### src/rtl/usb_fifo_drain_arbiter.sv
// rtl/usb_fifo_drain_arbiter.sv - round-robin drain arbiter for per-port receive FIFOs with 2-entry skid output
// Optional build macro: USB_ARB_STATS_EN adds the stat_grants / stat_words counters.
module usb_fifo_drain_arbiter #(
   parameter int NUM_PORTS  = 4,
   parameter int DATA_WIDTH = 8,
   parameter int MAX_BURST  = 64,
   parameter int GAP_CYCLES = 2
) (
   input  logic                             clk,
   input  logic                             rst,
   input  logic [NUM_PORTS-1:0]             port_enable,
   input  logic [NUM_PORTS-1:0]             fifo_empty,
   output logic [NUM_PORTS-1:0]             fifo_rd_en,
   input  logic [NUM_PORTS*DATA_WIDTH-1:0]  fifo_rd_data,
   output logic                             out_valid,
   input  logic                             out_ready,
   output logic [DATA_WIDTH-1:0]            out_data,
   output logic [$clog2(NUM_PORTS)-1:0]     out_port,
   output logic                             out_first,
   output logic                             busy
`ifdef USB_ARB_STATS_EN
   ,
   output logic [15:0]                      stat_grants,
   output logic [31:0]                      stat_words
`endif
);

   localparam int PW       = $clog2(NUM_PORTS);
   localparam int BW       = $clog2(MAX_BURST + 1);
   localparam int GW       = (GAP_CYCLES > 0) ? $clog2(GAP_CYCLES + 1) : 1;
   localparam int GAP_LAST = (GAP_CYCLES > 0) ? GAP_CYCLES - 1 : 0;

   typedef enum logic [1:0] {
      S_IDLE  = 2'd0,
      S_DRAIN = 2'd1,
      S_FLUSH = 2'd2,
      S_GAP   = 2'd3
   } state_t;

   state_t                state;
   state_t                state_nxt;

   logic [PW-1:0]         grant;
   logic [PW-1:0]         last_grant;
   logic [BW-1:0]         burst_cnt;
   logic [GW-1:0]         gap_cnt;
   logic                  inflight;
   logic                  inflight_first;

   logic [NUM_PORTS-1:0]  req;
   logic                  pick_valid;
   logic [PW-1:0]         pick_port;
   logic [PW:0]           pick_sum;

   logic                  grant_ready;
   logic                  burst_done;
   logic                  room;
   logic                  rd_go;
   logic                  grant_evt;
   logic                  flush_exit;

   logic [DATA_WIDTH-1:0] skid_data  [2];
   logic [PW-1:0]         skid_port  [2];
   logic                  skid_first [2];
   logic [1:0]            skid_count;
   logic [DATA_WIDTH-1:0] push_data;
   logic                  push;
   logic                  pop;

   assign req         = port_enable & ~fifo_empty;
   assign grant_ready = port_enable[grant] && !fifo_empty[grant];
   assign burst_done  = (burst_cnt == BW'(MAX_BURST));
   // Room counts words already in the skid plus the one arriving from last cycle's read.
   assign room        = ((3'(skid_count) + 3'(inflight)) < 3'd2);
   assign rd_go       = (state == S_DRAIN) && grant_ready && !burst_done && room;
   assign grant_evt   = (state == S_IDLE) && pick_valid;
   assign flush_exit  = (state == S_FLUSH) && !inflight && (skid_count == 2'd0);

   assign push        = inflight;
   assign pop         = out_valid && out_ready;

   assign out_valid   = (skid_count != 2'd0);
   assign out_data    = skid_data[0];
   assign out_port    = skid_port[0];
   assign out_first   = skid_first[0];

   // Round-robin search starting one past the last served port, wrapping modulo NUM_PORTS.
   always_comb begin
      pick_valid = 1'b0;
      pick_port  = '0;
      pick_sum   = '0;
      for (int i = 1; i <= NUM_PORTS; i++) begin
         pick_sum = {1'b0, last_grant} + (PW+1)'(i);
         if (pick_sum >= (PW+1)'(NUM_PORTS)) begin
            pick_sum = pick_sum - (PW+1)'(NUM_PORTS);
         end
         if (!pick_valid && req[pick_sum[PW-1:0]]) begin
            pick_valid = 1'b1;
            pick_port  = pick_sum[PW-1:0];
         end
      end
   end

   // State register.
   always_ff @(posedge clk or posedge rst) begin
      if (rst) begin
         state <= S_IDLE;
      end else begin
         state <= state_nxt;
      end
   end

   // Next-state decode plus read strobe and busy outputs.
   always_comb begin
      state_nxt  = state;
      fifo_rd_en = '0;
      busy       = (state != S_IDLE);
      if (rd_go) begin
         fifo_rd_en = {{(NUM_PORTS-1){1'b0}}, 1'b1} << grant;
      end
      case (state)
         S_IDLE: begin
            if (pick_valid) begin
               state_nxt = S_DRAIN;
            end
         end
         S_DRAIN: begin
            if (burst_done || !grant_ready) begin
               state_nxt = S_FLUSH;
            end
         end
         S_FLUSH: begin
            if (flush_exit) begin
               state_nxt = (GAP_CYCLES > 0) ? S_GAP : S_IDLE;
            end
         end
         S_GAP: begin
            if (gap_cnt == GW'(GAP_LAST)) begin
               state_nxt = S_IDLE;
            end
         end
         default: state_nxt = S_IDLE;
      endcase
   end

   // Grant bookkeeping: burst length, read-in-flight flag, gap timer, last served port.
   always_ff @(posedge clk or posedge rst) begin
      if (rst) begin
         grant          <= '0;
         last_grant     <= PW'(NUM_PORTS - 1);
         burst_cnt      <= '0;
         gap_cnt        <= '0;
         inflight       <= 1'b0;
         inflight_first <= 1'b0;
      end else begin
         if (grant_evt) begin
            grant     <= pick_port;
            burst_cnt <= '0;
         end else if (rd_go) begin
            burst_cnt <= burst_cnt + 1'b1;
         end
         inflight       <= rd_go;
         inflight_first <= rd_go && (burst_cnt == '0);
         if (flush_exit) begin
            last_grant <= grant;
         end
         if (state == S_GAP) begin
            gap_cnt <= gap_cnt + 1'b1;
         end else begin
            gap_cnt <= '0;
         end
      end
   end

   // Select the granted port's read data; grant cannot change while a read is in flight.
   always_comb begin
      push_data = '0;
      for (int i = 0; i < NUM_PORTS; i++) begin
         if (grant == PW'(i)) begin
            push_data = fifo_rd_data[i*DATA_WIDTH +: DATA_WIDTH];
         end
      end
   end

   // Two-entry in-order skid; entry 0 is the head that drives out_*.
   always_ff @(posedge clk or posedge rst) begin
      if (rst) begin
         skid_count <= 2'd0;
         for (int i = 0; i < 2; i++) begin
            skid_data[i]  <= '0;
            skid_port[i]  <= '0;
            skid_first[i] <= 1'b0;
         end
      end else begin
         case ({push, pop})
            2'b10: begin
               if (skid_count == 2'd0) begin
                  skid_data[0]  <= push_data;
                  skid_port[0]  <= grant;
                  skid_first[0] <= inflight_first;
               end else begin
                  skid_data[1]  <= push_data;
                  skid_port[1]  <= grant;
                  skid_first[1] <= inflight_first;
               end
               skid_count <= skid_count + 2'd1;
            end
            2'b01: begin
               skid_data[0]  <= skid_data[1];
               skid_port[0]  <= skid_port[1];
               skid_first[0] <= skid_first[1];
               skid_count    <= skid_count - 2'd1;
            end
            2'b11: begin
               if (skid_count == 2'd1) begin
                  skid_data[0]  <= push_data;
                  skid_port[0]  <= grant;
                  skid_first[0] <= inflight_first;
               end else begin
                  skid_data[0]  <= skid_data[1];
                  skid_port[0]  <= skid_port[1];
                  skid_first[0] <= skid_first[1];
                  skid_data[1]  <= push_data;
                  skid_port[1]  <= grant;
                  skid_first[1] <= inflight_first;
               end
            end
            default: begin
               skid_count <= skid_count;
            end
         endcase
      end
   end

`ifdef USB_ARB_STATS_EN
   // Saturating grant and accepted-word counters, cleared only by reset.
   always_ff @(posedge clk or posedge rst) begin
      if (rst) begin
         stat_grants <= '0;
         stat_words  <= '0;
      end else begin
         if (grant_evt && (stat_grants != '1)) begin
            stat_grants <= stat_grants + 16'd1;
         end
         if (pop && (stat_words != '1)) begin
            stat_words <= stat_words + 32'd1;
         end
      end
   end
`endif

endmodule

### config.mk
export PLATFORM = sky130hd
export DESIGN_NAME = usb_fifo_drain_arbiter
export DESIGN_NICKNAME = d
export VERILOG_FILES = /design/src/rtl/usb_fifo_drain_arbiter.sv
export SDC_FILE = /design/constraint.sdc
export NUM_CORES = 1
export LEC_CHECK = 0
export ABC_AREA = 1
export CORE_MARGIN = 8
export CORE_UTILIZATION = 45
export CTS_CLUSTER_SIZE = 20
export DETAILED_ROUTE_END_ITERATION = 8
export GPL_TIMING_DRIVEN = 0
export PLACE_DENSITY = 0.69
export SLEW_MARGIN = 40
export SYNTH_ARGS = -nofsm -noshare
export SYNTH_HDL_FRONTEND = slang
export SYNTH_SLANG_ARGS = --single-unit
export TNS_END_PERCENT = 1
### constraint.sdc
create_clock -name clk -period 2.3 [get_ports clk]
set_clock_uncertainty 0.1 [all_clocks]
set_input_delay 0.345 -clock clk [delete_from_list [all_inputs] [get_ports clk]]
set_output_delay 0.345 -clock clk [all_outputs]
set_load 0.05 [all_outputs]
# After elaboration in Yosys (flattened, before gate mapping)
# Cells that the tools add are included.
[word_totals] input_bits=43 ff_bits=41
[op_classes] n_reduce_logical=33 muxes=56 addsub=13 n_shift=1 n_bitwise=2 n_eq_ne=19 magnitude_cmp=10
[op_table] operator="$mux W8" n=8
[op_table] operator="$mux W2" n=17
[op_table] operator="$pmux W8 S3" n=1
[op_table] operator="$pmux W8 S2" n=1
[op_table] operator="$lt A2 B3 Y1 const B" n=5
[op_table] operator="$mux W1" n=14
[op_table] operator="$mux W7" n=2
[op_table] operator="$bmux W1 S2" n=6
[op_table] operator="$eq A2 B2 Y1 const B" n=6
[op_table] operator="$ge A3 B3 Y1 const B" n=4
[op_table] operator="$logic_and A1 B1 Y1" n=12
[op_table] operator="$ne A2 B2 Y1 const B" n=6
[op_table] operator="$eq A2 B1 Y1 const B" n=5
[op_table] operator="$reduce_bool A2 Y1" n=5
[op_table] operator="$sub A2 B1 Y2 const B" n=5
[op_table] operator="$pmux W2 S2" n=2
[op_table] operator="$pmux W2 S4" n=1
[op_table] operator="$add A7 B1 Y7 const B" n=1
[op_table] operator="$eq A7 B7 Y1 const B" n=1
[op_table] operator="$logic_not A1 Y1" n=7
[op_table] operator="$logic_not A7 Y1" n=1
[op_table] operator="$add A2 B2 Y3 const B" n=2
[op_table] operator="$logic_not A2 Y1" n=3
[op_table] operator="$pmux W2 S3" n=1
[op_table] operator="other kinds (17)" n=18

# Depth between registers and ports, before layout
[logic_depth] depth_word=17 ltp_mapped=12

# Worst setup path before layout
# No wires, ideal clock.
[synth_path] kind="flip-flop to output port" startpoint="register burst_cnt[0]" endpoint="output fifo_rd_en[0]" arrival_time_ns=1.983 path_slack_ns=-0.128 path_buffers=1 stages_incl_launch_ff=10 path_cell_list="dfrtp_1 inv_1 ha_1 nor3b_1 nand2_1 nand2_1 nor2_2 nand3_1 buf_4 nor2_1"
[synth_via] elab_chain_cells=5
[synth_lines] element="from (decl)" line_no="45" source="logic [BW-1:0] burst_cnt;"
[synth_lines] element="from (signal assigned)" line_no="160" source="burst_cnt <= burst_cnt + 1'b1;"
[synth_lines] element="$eq A7 B7 Y1" line_no="72" source="assign burst_done = (burst_cnt == BW'(MAX_BURST));"
[synth_lines] element="$logic_not A1 Y1" line_no="75" source="assign rd_go = (state == S_DRAIN) && grant_ready && !burst_done && room;"
[synth_lines] element="$logic_and A1 B1 Y1 (2 in a row)" line_no="75"
[synth_lines] element="$mux W4" line_no="118" source="if (rd_go) begin"
[synth_lines] element="to (decl)" line_no="13" source="output logic [NUM_PORTS-1:0] fifo_rd_en,"
# Every way passes these cells.

# Final worst setup path
[layout_path] startpoint="register state[1]" endpoint="output fifo_rd_en[0]"
[layout_via] elab_chain_cells=5
[layout_lines] element="from (decl)" line_no="40" source="state_t state;"
[layout_lines] element="from (signal assigned)" line_no="109" source="state <= state_nxt;"
[layout_lines] element="$eq A2 B1 Y1" line_no="75"
[layout_lines] element="$logic_and A1 B1 Y1 (3 in a row)" line_no="75"
[layout_lines] element="$mux W4" line_no="118"
# Every way passes these cells.

==> out/results.ini <==
[timing]
fin_hold_ws_ns = 0.337
layout_min_cycle_time_ns = 2.33
setup_viol = 4
timing.final.ws_setup_ns = -0.0324
drv_slew = 0
tns_ns = -0.0813
post-route-period-util_pct = 101
tightest_slew_ns = 0.549
fmax_ghz = 0.429
rsz0062_at_grt = true
finalHoldViolCount = 0
relSlewSlack_pct = 63.4

[setup_path]
required_ns = 1.86
startpoint_type = flop
critical_path_class = flop to output pin
crit_path_top_delay_cell = dfrtp_1
critPathMaxStageDelay_ns = 0.43
arrival_ns = 1.89
crit_buf_inv = 3
crit_family = simple AND/OR/NAND/NOR gates
cp_common_cell = buf_8
cp_max_fo = 7
worstPathCellList = inv_2 > ha_1 > a21boi_2 > nand2_1 > nor2_2 > nand3_2 > buf_8 > nor2_4 > buf_8
end_kind = output pin

[clock_network]
cts_tree = done
insertion_delay_ns = 0.30
cts_root_buf = clkbuf_8
cts-buffers-inserted = 5
cts.clk_slew.worst_paths_ns = 0.08
ctsHtreeMaxLevel = 2
clockBufferDepth = 2
cts.sinks = 41

[drt]
ant_nets = 0
route.detailed.drc = 0
dr.pass1.iters = 4
avgRoutedWirePerCell_microns = 14.7
vias = 2734
drt_first_iter_violations = 102
vias_per_cell = 5.09
finalWirelength_microns = 7910

[final_layout]
layout_commonest_cell = nand2_1
n_antenna_cell = 0
drive_gt1_share_pct = 19.5
final_cell_mix = 103 x nand2_1, 53 x clkdlybuf4s50_1, 38 x dfrtp_1
final_nets = 517
syn_to_final_growth_pct = 38.9
fin_util_pct = 64.9

[power_and_ir_drop]
peakVddDrop_mv = 0.862
p_leak_uw = 0.00187
power_density_mw_per_mm2 = 1280

[die]
initial_utilization_pct = 46.8
rows = 28
die_w_microns = 94.4
core_sq_mm = 0.00592
ios = 60
dieArea_sq_mm = 0.00892
dieHeight_microns = 94.4

[outcome]
violations = setup timing
status = finished, violations left

[synthesis]
syn-num-nets = 434
yosys_warnings = 0
ys_types = 32
syn_area_per_cell_sq_um = 7.33
synth_area_sq_mm = 0.00277
ys_ff_latch = 41
yosysSeqAreaShare_pct = 37.1
postSynthCellCount = 378

[global_route]
grt_pass1_vias = 2682
met3_usage_pct = 3.41
busiest_layer = met2
track_usage_pct = 17.6
grt.met2_usage_pct = 29.3
antenna_found_initial = 0
grt_start_max_net_pins = 42
grt_pass1_wl_microns = 12500
grt_remaining_overflow = 0
globalRouteMet1Util_pct = 21.7

[place]
place_ws_ns = -0.602
dp_hpwl_microns = 5610
place.gp.congestion = 0.809
place.port_buffers = 59

[min_path]
hold_path.class = primary input to async pin

[flow_run]
cap_viol_max_count = 0

==> worst register-to-register path, delay by kind of cell (launching register included) <==
family,cells,cell delay [ns]
adders and majority gates,2,0.52
buffers and inverters,4,0.45
DFF,1,0.43
AOI/OAI and AO/OA,2,0.32
and+or+nand+nor,3,0.31
==> metrics by stage <==
| stage | total power (uW) | instances | cell area (sq um) |
|---|---|---|---|
| 4_1_cts | 4670 | 522 | 3610 |
| 2_1_floorplan | 3250 | 378 | 2770 |
| 3_3_place_gp | 3960 | 512 | 3450 |
| 3_5_place_dp | 4010 | 512 | 3460 |
| 6_report | 4910 | 537 | 3840 |
| 5_1_grt | 5280 | 537 | 3840 |
==> registers in the layout, summed over array words and instances, names as in the netlist <==
| register | flops |
|---|---|
| skid_port | 2 |
| inflight_first | 1 |
| gap_cnt | 2 |
| out_port | 2 |
| out_first | 1 |
| skid_count | 2 |
| last_grant | 2 |
| skid_first | 1 |
| inflight | 1 |
| skid_data | 8 |
| grant | 2 |
| state | 2 |
| out_data | 8 |
| burst_cnt | 7 |
==> cells in the mapped netlist <==
cell	instances	area, sq um
a21boi_1	1	7.51
a21oi_1	25	125
a31oi_1	4	25.0
and3b_1	1	8.76
buf_4	12	90.1
buf_6	2	22.5
clkbuf_1	5	18.8
dfrtp_1	39	976
dfstp_2	2	52.6
ha_1	13	163
inv_1	39	146
inv_2	4	15.0
nand2_1	103	387
nand2_2	6	37.5
nand3_1	24	120
nand3_2	12	120
nand3_4	1	17.5
nand4_1	5	31.3
nor2_1	43	161
nor2_2	1	6.26
nor3_1	3	15.0
nor3b_1	1	7.51
o211ai_1	1	7.51
o211ai_2	1	12.5
o21ai_0	16	80.1
o21ai_4	1	16.3
o22a_1	1	8.76
o22ai_1	4	25.0
o31ai_1	2	15.0
or2_2	1	6.26
xnor2_1	2	17.5
xor2_1	3	26.3
==> logic make-up (layout without fill, tap and decap cells) <==
logic type               count (synthesis)  after routing  share of synthesized area [%]
AND/OR/NAND/NOR                        201            201                           33.2
buffers and inverters                   62            146                           10.6
AO/OA/AOI/OAI                           56             56                           11.7
XOR/XNOR                                 5              5                           1.58
flip-flops                              41             41                           37.1
adder cells (fa/ha/maj)                 13             13                           5.87
==> metal layers <==
metal  part of all wire [%]  wire [microns]
met1                     43            3370
met2                     50            3940
met3                    5.4             429
met4                    2.1             168
met5                      0               0
==> report_power, final <==
group	total (uW)	switching, uW	internal [uW]
clock network	619	265	354
logic	3060	1870	1190
registers	1240	219	1020
==> final timing paths <==
kind / start / end / slack [ns] / cells after the start
worst max-delay path: state[1] / fifo_rd_en[0] / -0.03 / 9
worst min-delay path: rst / out_first / 0.34 / 2
worst max register to register: skid_count[0] / out_port[0] / 0.10 / 11
worst min register to register: gap_cnt[0] / gap_cnt[0] / 0.34 / 1
max in group asynchronous: rst / grant[0] / 1.37 / 2
min in group clk: gap_cnt[0] / gap_cnt[0] / 0.34 / 1
==> cell type report <==
cell class,instances,area (sq um)
Tap cell,75,93.8
Multi-Input combinational cell,275,1550
Sequential cell,41,1030
Clock buffer,7,86.3
Buffer,19,153
Clock inverter,1,30.0
Timing Repair Buffer,76,728
Inverter,43,174
Fill cell,514,2080
==> timing repair <==
item                       in CTS  in global routing
buffers inserted                2                 15
setup endpoints to repair      18                 23
gates resized for setup        36                 36
hold buffers                    0                  0
pin swaps                       1                  7
Note: power is estimated with default switching activity, not from simulation.
